**src/rtl/uart_tx_if.sv**
```systemverilog
// uart_tx request interface
// byte request, busy and end-of-frame between loop stage and transmitter
interface uart_tx_if;
  logic       send_en;
  logic [7:0] send_data;
  logic       tx_busy;
  logic       tx_done;

  modport master (
    output send_en,
    output send_data,
    input  tx_busy,
    input  tx_done
  );

  modport slave (
    input  send_en,
    input  send_data,
    output tx_busy,
    output tx_done
  );
endinterface

```
**src/rtl/uart_tx.sv**
```systemverilog
// uart_tx: 8-bit UART transmitter, LSB first
// optional odd/even parity, 1 or 2 stop bits
module uart_tx #(
  parameter int CLK_FREQ       = 50_000_000,
  parameter int BAUD           = 115200,
  parameter int PARITY         = 0,
  parameter int STOP_BITS      = 1,
  parameter int DATA_LATCH_DLY = 1
) (
  input  logic     sys_clk,
  input  logic     sys_rst_n,
  uart_tx_if.slave u_if,
  output logic     uart_txd
);

  localparam int BPS_CNT = CLK_FREQ / BAUD;
  localparam int CW      = $clog2(BPS_CNT);

  localparam logic [CW-1:0] C_LAST = CW'(BPS_CNT - 1);
  localparam logic [CW-1:0] C_END  = CW'(BPS_CNT - 2);
  localparam logic          C_SLST = 1'(STOP_BITS - 1);

  typedef enum logic [2:0] {
    S_IDLE,
    S_START,
    S_DATA,
    S_PAR,
    S_STOP
  } state_t;

  state_t          r_state;
  logic [CW-1:0]   r_cnt;
  logic [2:0]      r_idx;
  logic            r_stop;
  logic [7:0]      r_shift;
  logic            r_load;
  logic            r_busy;
  logic            r_done;
  logic            r_txd;

  logic            w_idle;
  logic            w_wrap;
  logic            w_end;
  logic [2:0]      w_nidx;
  logic            w_par;

  assign w_idle = (r_state == S_IDLE);
  assign w_wrap = (r_cnt == C_LAST);
  assign w_nidx = r_idx + 3'd1;
  assign w_par  = (PARITY == 1) ? ~^r_shift : ^r_shift;

  // Frame ends one cycle before the last stop bit expires, so the
  // IDLE/tx_done cycle is that final stop cycle and a request seen
  // there starts the next frame with no idle gap on the line.
  assign w_end  = (r_cnt == C_END) && (r_stop == C_SLST);

  // Frame sequencer: bit timer, bit counters, data capture, line driver
  always_ff @(posedge sys_clk or negedge sys_rst_n) begin
    if (!sys_rst_n) begin
      r_state <= S_IDLE;
      r_cnt   <= '0;
      r_idx   <= 3'd0;
      r_stop  <= 1'b0;
      r_shift <= 8'd0;
      r_load  <= 1'b0;
      r_busy  <= 1'b0;
      r_done  <= 1'b0;
      r_txd   <= 1'b1;
    end else begin
      r_done <= 1'b0;
      r_load <= 1'b0;
      if (r_load) r_shift <= u_if.send_data;
      if (!w_idle) r_cnt <= w_wrap ? '0 : r_cnt + CW'(1);
      unique case (r_state)
        S_IDLE: begin
          r_txd <= 1'b1;
          if (u_if.send_en) begin
            r_state <= S_START;
            r_busy  <= 1'b1;
            r_txd   <= 1'b0;
            r_cnt   <= '0;
            if (DATA_LATCH_DLY == 0) r_shift <= u_if.send_data;
            else                     r_load  <= 1'b1;
          end
        end
        S_START: begin
          if (w_wrap) begin
            r_state <= S_DATA;
            r_idx   <= 3'd0;
            r_txd   <= r_shift[0];
          end
        end
        S_DATA: begin
          if (w_wrap) begin
            if (r_idx == 3'd7) begin
              if (PARITY != 0) begin
                r_state <= S_PAR;
                r_txd   <= w_par;
              end else begin
                r_state <= S_STOP;
                r_stop  <= 1'b0;
                r_txd   <= 1'b1;
              end
            end else begin
              r_idx <= w_nidx;
              r_txd <= r_shift[w_nidx];
            end
          end
        end
        S_PAR: begin
          if (w_wrap) begin
            r_state <= S_STOP;
            r_stop  <= 1'b0;
            r_txd   <= 1'b1;
          end
        end
        S_STOP: begin
          if (w_end) begin
            r_state <= S_IDLE;
            r_busy  <= 1'b0;
            r_done  <= 1'b1;
          end else if (w_wrap) begin
            r_stop <= 1'b1;
          end
        end
        default: r_state <= S_IDLE;
      endcase
    end
  end

  assign uart_txd     = r_txd;
  assign u_if.tx_done = r_done;
  assign u_if.tx_busy = r_busy | (u_if.send_en & w_idle);

endmodule

```
**src/flat_wrapper.sv**
```systemverilog
// flat-port wrapper written by rule: the top's interface ports become plain ports
module uart_tx_flat 
#(
  parameter int CLK_FREQ       = 50_000_000,
  parameter int BAUD           = 115200,
  parameter int PARITY         = 0,
  parameter int STOP_BITS      = 1,
  parameter int DATA_LATCH_DLY = 1
)
  (sys_clk, sys_rst_n, uart_txd, u_if_send_en, u_if_send_data, u_if_tx_busy, u_if_tx_done);
  uart_tx_if u_if_i ();
  input  logic sys_clk;
  input  logic sys_rst_n;
  output logic uart_txd;
  input wire logic [$bits(u_if_i.send_en)-1:0] u_if_send_en;
  input wire logic [$bits(u_if_i.send_data)-1:0] u_if_send_data;
  output wire logic [$bits(u_if_i.tx_busy)-1:0] u_if_tx_busy;
  output wire logic [$bits(u_if_i.tx_done)-1:0] u_if_tx_done;
  assign u_if_i.send_en = u_if_send_en;
  assign u_if_i.send_data = u_if_send_data;
  assign u_if_tx_busy = u_if_i.tx_busy;
  assign u_if_tx_done = u_if_i.tx_done;
  uart_tx #(.CLK_FREQ(CLK_FREQ), .BAUD(BAUD), .PARITY(PARITY), .STOP_BITS(STOP_BITS), .DATA_LATCH_DLY(DATA_LATCH_DLY)) u_core (.sys_clk(sys_clk), .sys_rst_n(sys_rst_n), .u_if(u_if_i), .uart_txd(uart_txd));
endmodule
```
**config.mk**
```make
export PLATFORM = sky130hd
export DESIGN_NAME = uart_tx_flat
export DESIGN_NICKNAME = d
export VERILOG_FILES = /design/src/rtl/uart_tx_if.sv /design/src/rtl/uart_tx.sv /design/src/flat_wrapper.sv
export SDC_FILE = /design/constraint.sdc
export NUM_CORES = 1
export LEC_CHECK = 0
export BUFFER_PORTS_ARGS = -buffer_cell sky130_fd_sc_hd__clkbuf_2
export CORE_ASPECT_RATIO = 0.8
export CORE_MARGIN = 2
export CORE_UTILIZATION = 52
export CTS_CLUSTER_DIAMETER = 50
export DETAILED_ROUTE_END_ITERATION = 8
export PLACE_DENSITY = 0.86
export SYNTH_ARGS = -nofsm -noshare
export SYNTH_HDL_FRONTEND = slang
export SYNTH_SLANG_ARGS = --single-unit
```
**constraint.sdc**
```tcl
create_clock -name sys_clk -period 1.75 [get_ports sys_clk]
set_input_delay 0.525 -clock sys_clk [delete_from_list [all_inputs] [get_ports sys_clk]]
set_output_delay 0.525 -clock sys_clk [all_outputs]
set_load 0.02 [all_outputs]
```
======== Yosys cells after proc, flatten, opt, wreduce, memory -nomap -nowiden ========
Cells that the tools add are included.
operators by class
  add/subtract/negate cells ............... 2
  $lt $le $gt $ge ......................... 1
  equality and inequality tests ........... 16
  multiplexer cells ....................... 35
  bitwise logic cells ..................... 3
  reduce and logical (&&, ||, !) cells .... 11
operator list
  kind                 count
  $mux 9               4
  $mux 3               9
  $eq 9x9->1 const B   2
  $mux 1               16
  $pmux 3 s5           1
  $ne 2x1->1 const B   6
  $reduce_and 6->1     2
  $add 9x1->9 const B  1
  $reduce_and 4->1     2
  $eq 3x2->1 const B   2
  $eq 3x3->1 const B   2
  $ne 2x2->1 const B   3
  $pmux 3 s2           1
  $lt 3x4->1 const B   1
  $pmux 1 s4           1
  $reduce_bool 2->1    2
  $reduce_bool 4->1    1
  $add 3x1->3 const B  1
  $bmux 1 s3           1
  $eq 3x1->1 const B   1
  $logic_not 3->1      1
  $pmux 1 s3           1
  $reduce_and 3->1     1
  $reduce_bool 3->1    1
  other kinds (5)      5
word-level totals
  bits in registers ....................... 28
  bits of input ports ..................... 11
  logic and storage cells ................. 77

======== Logic depth before layout (Yosys ltp) ========
  word-level depth ........................ 6
  depth in mapped cells ................... 7
  depth with buffers taken out ............ 6

======== Worst setup path after synthesis ========
No wires, ideal clock.
  path type ............................... reg-to-reg
  start point ............................. register u_core.r_idx[0]
  end point ............................... register u_core.r_idx[2]
  library setup time ...................... 0.125 ns
  data arrival time ....................... 1.622 ns
  slack ................................... 0.003 ns
  cell stages (with the launch flop) ...... 7
  buffers on the path ..................... 0
  cells stage by stage .................... dfrtp_1 -> ha_1 -> ha_1 -> nor3b_1 -> o21ai_0 -> nor2_1 -> mux2_2
between the ends
  word-level cells in the longest chain between the ends .. 4
  elaborated cells on any way between the ends .. 7
RTL lines
  what                    RTL line        text
  from (decl)             uart_tx.sv:33   logic [2:0] r_idx;
  from (signal assigned)  uart_tx.sv:105  r_idx <= w_nidx;
  $add 3x1->3             uart_tx.sv:49   assign w_nidx = r_idx + 3'd1;
  $mux 3                  uart_tx.sv:95   if (r_idx == 3'd7) begin
  $mux 3                  uart_tx.sv:94   if (w_wrap) begin
  $pmux 3 s2              uart_tx.sv:74   unique case (r_state)
Several ways; a longest one is shown, not always the timed one. The select of a mux whose other input is x is not followed.
A chain may end at the register's enable or synchronous reset.

======== Worst setup path after layout ========
  start point ............................. register u_core.r_state[0]
  end point ............................... output u_if_tx_busy
between the ends
  word-level cells in the longest chain between the ends .. 3
RTL lines
  what                    RTL line            text
  from (decl)             uart_tx.sv:31       state_t r_state;
  from (signal assigned)  uart_tx.sv:60       r_state <= S_IDLE;
  from (signal assigned)  uart_tx.sv:78       r_state <= S_START;
  from (signal assigned)  uart_tx.sv:88       r_state <= S_DATA;
  $logic_not 3->1         uart_tx.sv:47       assign w_idle = (r_state == S_IDLE);
  $and 1x1->1             uart_tx.sv:133      assign u_if.tx_busy = r_busy | (u_if.send_en & w_idle);
  $or 1x1->1              uart_tx.sv:133
  to (decl)               flat_wrapper.sv:17  output wire logic [$bits(u_if_i.tx_busy)-1:0] u_if_tx_busy;
No other way between the ends.

==> metrics.txt <==
# TYPE chip_impl_metric gauge
chip_impl_info{name="result_of_the_run",value="finished, violations left"} 1
chip_impl_info{name="violations",value="setup timing"} 1
chip_impl_metric{name="final_area",unit="mm^2"} 0.001878
chip_impl_info{name="unrepaired_setup_endpoints_after_global_routing",value="yes"} 1
chip_impl_metric{name="filler_cell_count",unit=""} 198
chip_impl_metric{name="std_cell_rows",unit=""} 17
chip_impl_info{name="hp-class",value="in2async"} 1
chip_impl_metric{name="worst_ep_arrival_time",unit="ps"} 1350
chip_impl_metric{name="synthesized_area_per_cell",unit="um^2"} 11.11
chip_impl_info{name="terminus_of_the_critical_flop_to_flop_path",value="u_core.uart_txd"} 1
chip_impl_metric{name="vias_per_cell",unit=""} 5.688
chip_impl_metric{name="timing_worst_slew_pin_value",unit="ps"} 677.4
chip_impl_metric{name="edff_count_synth",unit=""} 0
chip_impl_metric{name="reg2regPathDepth",unit=""} 5
chip_impl_info{name="ys_top_cells_by_area",value="dfrtp_1, mux2_2, ha_1"} 1
chip_impl_info{name="worst_setup_path_end_kind",value="primary output"} 1
chip_impl_metric{name="dpl-instance-area",unit="mm^2"} 0.001645
chip_impl_metric{name="numPortBuffers",unit=""} 13
chip_impl_metric{name="yosysWarnings",unit=""} 0
chip_impl_metric{name="postRouteWirelength",unit="um"} 3341
chip_impl_metric{name="setup.reg_to_reg.worst_slack",unit="ps"} 10
chip_impl_metric{name="antenna_found_initial",unit=""} 0
chip_impl_metric{name="highest_fanout_seen_on_the_critical_path",unit=""} 2
chip_impl_metric{name="power.ir.vdd_worst",unit="uV"} 398.5
chip_impl_metric{name="hpwl",unit="um"} 2171
chip_impl_info{name="worstSetupStartpointType",value="flop"} 1
chip_impl_metric{name="routed_wire_length_per_instance",unit="um"} 16.30
chip_impl_metric{name="grt_pass1_wl",unit="um"} 4864
chip_impl_metric{name="cts_hold_repair.buffers",unit=""} 0
chip_impl_metric{name="grt_total_ovfl",unit=""} 0
chip_impl_metric{name="register_area",unit="um^2"} 703.2
chip_impl_info{name="clk_root_buffer_cell",value="clkbuf_4"} 1
chip_impl_metric{name="drt_first_iter_violations",unit=""} 97
chip_impl_metric{name="post-synth-top-area-fraction",unit="%"} 46.79
chip_impl_metric{name="synth_cells",unit=""} 130
chip_impl_metric{name="multi_input_area",unit="um^2"} 782.0
chip_impl_metric{name="drive_gt1_share",unit="%"} 45.51
chip_impl_metric{name="core_area",unit="mm^2"} 0.002701
chip_impl_metric{name="number_of_buffers_added_by_the_clock_tree_synthesis_step",unit=""} 3
chip_impl_metric{name="synth.net_count",unit=""} 146
chip_impl_metric{name="area_growth",unit="%"} 30.07
chip_impl_metric{name="path_clk_slew",unit="ps"} 150
chip_impl_metric{name="layout.core_utilization",unit="%"} 69.52
chip_impl_metric{name="stdcell_count",unit=""} 205
chip_impl_metric{name="grt_usage",unit="%"} 19.89
chip_impl_metric{name="finalMaxSlewViolations",unit=""} 0
chip_impl_info{name="timing.rr.start",value="u_core.r_idx[0]"} 1
chip_impl_metric{name="setup_ws",unit="ps"} -127.9
chip_impl_metric{name="final_cycle_utilization_of_the_critical_path",unit="%"} 107.3
chip_impl_info{name="synth_common_cells",value="dfrtp_1, mux2_2, nand2_1"} 1
chip_impl_metric{name="min_period",unit="ps"} 1878
chip_impl_info{name="synth_ff_type",value="dfrtp_1"} 1
chip_impl_info{name="cts_tree",value="built"} 1
chip_impl_metric{name="cp.required",unit="ps"} 1220
chip_impl_metric{name="largest_net_degree_at_the_start_of_global_routing",unit=""} 29
chip_impl_metric{name="synth_sequential_area_ratio",unit="%"} 48.61
chip_impl_metric{name="ios",unit=""} 14
chip_impl_metric{name="placed_cells_incl_taps",unit=""} 191
chip_impl_metric{name="async_flop_share",unit="%"} 100.0
chip_impl_info{name="timing_worst_setup_path_type",value="reg2out"} 1
chip_impl_metric{name="report.final.setup_viol",unit=""} 1
chip_impl_metric{name="fmax",unit="GHz"} 0.5325
chip_impl_metric{name="dp_worst_setup_slack",unit="ps"} 27.44
chip_impl_metric{name="cts.path.max_buffers",unit=""} 2
chip_impl_metric{name="place_congestion",unit=""} 0.8068
chip_impl_metric{name="netlist_area",unit="mm^2"} 0.001444
chip_impl_metric{name="htreeDepth",unit=""} 1
chip_impl_metric{name="diodes_inserted",unit=""} 0
chip_impl_metric{name="floorplan.initialDensity",unit="%"} 53.45
chip_impl_info{name="synth.largest_area_cell",value="dfrtp_1"} 1
chip_impl_info{name="setup.worst_path.end",value="u_if_tx_busy"} 1
chip_impl_metric{name="floorplan.die.width",unit="um"} 62.92
chip_impl_metric{name="ys_seq_elements",unit=""} 28
chip_impl_metric{name="finalNetCount",unit=""} 184
chip_impl_metric{name="maxCapViolCount",unit=""} 0
chip_impl_metric{name="timing.max_slew.rel_slack",unit="%"} 54.84
chip_impl_metric{name="tns",unit="ps"} -127.9
chip_impl_metric{name="synth.lib_cells_used.distinct",unit=""} 38
chip_impl_metric{name="drc_violation_count_after_routing",unit=""} 0
chip_impl_metric{name="vias",unit=""} 1166
chip_impl_metric{name="postRouteAntennaNets",unit=""} 0
chip_impl_metric{name="final-hold-violation-count",unit=""} 0
chip_impl_metric{name="area_of_the_die",unit="mm^2"} 0.003217
chip_impl_metric{name="cts.sink_count",unit=""} 28
chip_impl_metric{name="power-per-cell-area",unit="mW/mm^2"} 845.5
chip_impl_metric{name="p_leak",unit="nW"} 0.8766
chip_impl_metric{name="grt_pass1_vias",unit=""} 1105
chip_impl_metric{name="clock-skew-final",unit="ps"} 8.312
chip_impl_metric{name="die_height",unit="um"} 51.13
chip_impl_metric{name="clock_latency",unit="ps"} 330
chip_impl_info{name="startpoint",value="u_core.r_state[0]"} 1
chip_impl_info{name="synth.most_common_cell",value="dfrtp_1"} 1
chip_impl_metric{name="dr.pass1.iters",unit=""} 4
## placed cells by master, fill, tap and decap left out, types with 2 or more instances in the layout
cell type	count
a21o_1	4
a21oi_1	3
a22o_1	5
and2_4	2
buf_4	22
buf_6	3
clkbuf_2	12
clkbuf_4	3
dfrtp_1	26
ha_1	2
ha_4	3
inv_1	4
mux2_2	10
mux2i_1	2
mux4_2	2
nand2_1	10
nand3_1	2
nor2_1	7
nor2b_1	2
nor3_1	3
o21ai_0	5
or2_2	2
xor2_1	2
## kinds of logic (layout without fill, tap and decap cells)
group / after synthesis / count (layout) / synth area share (%)
AND/OR/NAND/NOR: 43 / 43 / 16.81
adder cells (fa/ha/maj): 5 / 5 / 4.333
multiplexers: 15 / 15 / 13.00
XOR/XNOR: 2 / 2 / 1.213
AO/OA/AOI/OAI: 27 / 27 / 13.09
buffers and inverters: 10 / 47 / 2.946
flip-flops: 28 / 28 / 48.61
## stage by stage
step	power, mW	hold slack [ps]
6_report	1.588	193.7
3_5_place_dp	1.118	497.1
4_1_cts	1.537	218.4
2_1_floorplan	0.9801	229.4
5_1_grt	1.676	232.2
3_3_place_gp	1.090	490.6
## worst min-delay path by stage
| stage | start | end | cells after the start |
|---|---|---|---|
| 2_1_floorplan | sys_rst_n | u_core.r_busy | 0 |
| 3_3_place_gp | u_core.r_shift[3] | u_core.r_shift[3] | 1 |
| 3_5_place_dp | u_core.r_shift[3] | u_core.r_shift[3] | 1 |
| 4_1_cts | sys_rst_n | u_core.r_cnt[8] | 1 |
| 5_1_grt | sys_rst_n | u_core.r_cnt[1] | 1 |
| 6_report | sys_rst_n | u_core.r_cnt[1] | 1 |
## power breakdown
group / total (mW) / internal [mW] / leakage [nW] / switching [mW]
clock: 0.426 / 0.232 / 0.0279 / 0.194
combinational: 0.345 / 0.186 / 0.482 / 0.159
sequential: 0.817 / 0.726 / 0.366 / 0.0904
## routing by layer
layer	GRT usage (%)	wire length, um	vias to the layer above
li1	-	-	543
met1	24.42	1390	576
met2	34.75	1743	41
met3	5.066	160	6
met4	6.296	46	0
met5	0	0	-
## repair_timing
action	4_1_cts	5_1_grt
pin swaps	2	6
setup endpoints to repair	1	6
setup buffers	2	9
resized for setup	5	21
## worst max-delay path, stage by stage, from the launching register on
cell and delay [ps]:
dfrtp_1 440, nor3_4 210, and2_4 160, or2_4 110, buf_8 100
## sequential cells by signal (all words and copies together) (netlist names)
| register | flops |
|---|---|
| u_core.r_state | 3 |
| u_core.r_idx | 3 |
| u_core.r_shift | 8 |
| u_core.r_load | 1 |
| u_core.r_busy | 1 |
| u_core.uart_txd | 1 |
| u_core.u_if.tx_done | 1 |
| u_core.r_cnt | 9 |
| u_core.r_stop | 1 |
## cell type report
cell class	count	share of cell area, %
tap	38	2.532
clock buffer	3	1.199
timing repair buffer	38	14.59
inverter	5	0.9993
sequential	28	37.44
multi-input combinational	92	41.64
clock inverter	1	1.599
Note: power is estimated with default switching activity, not from simulation.
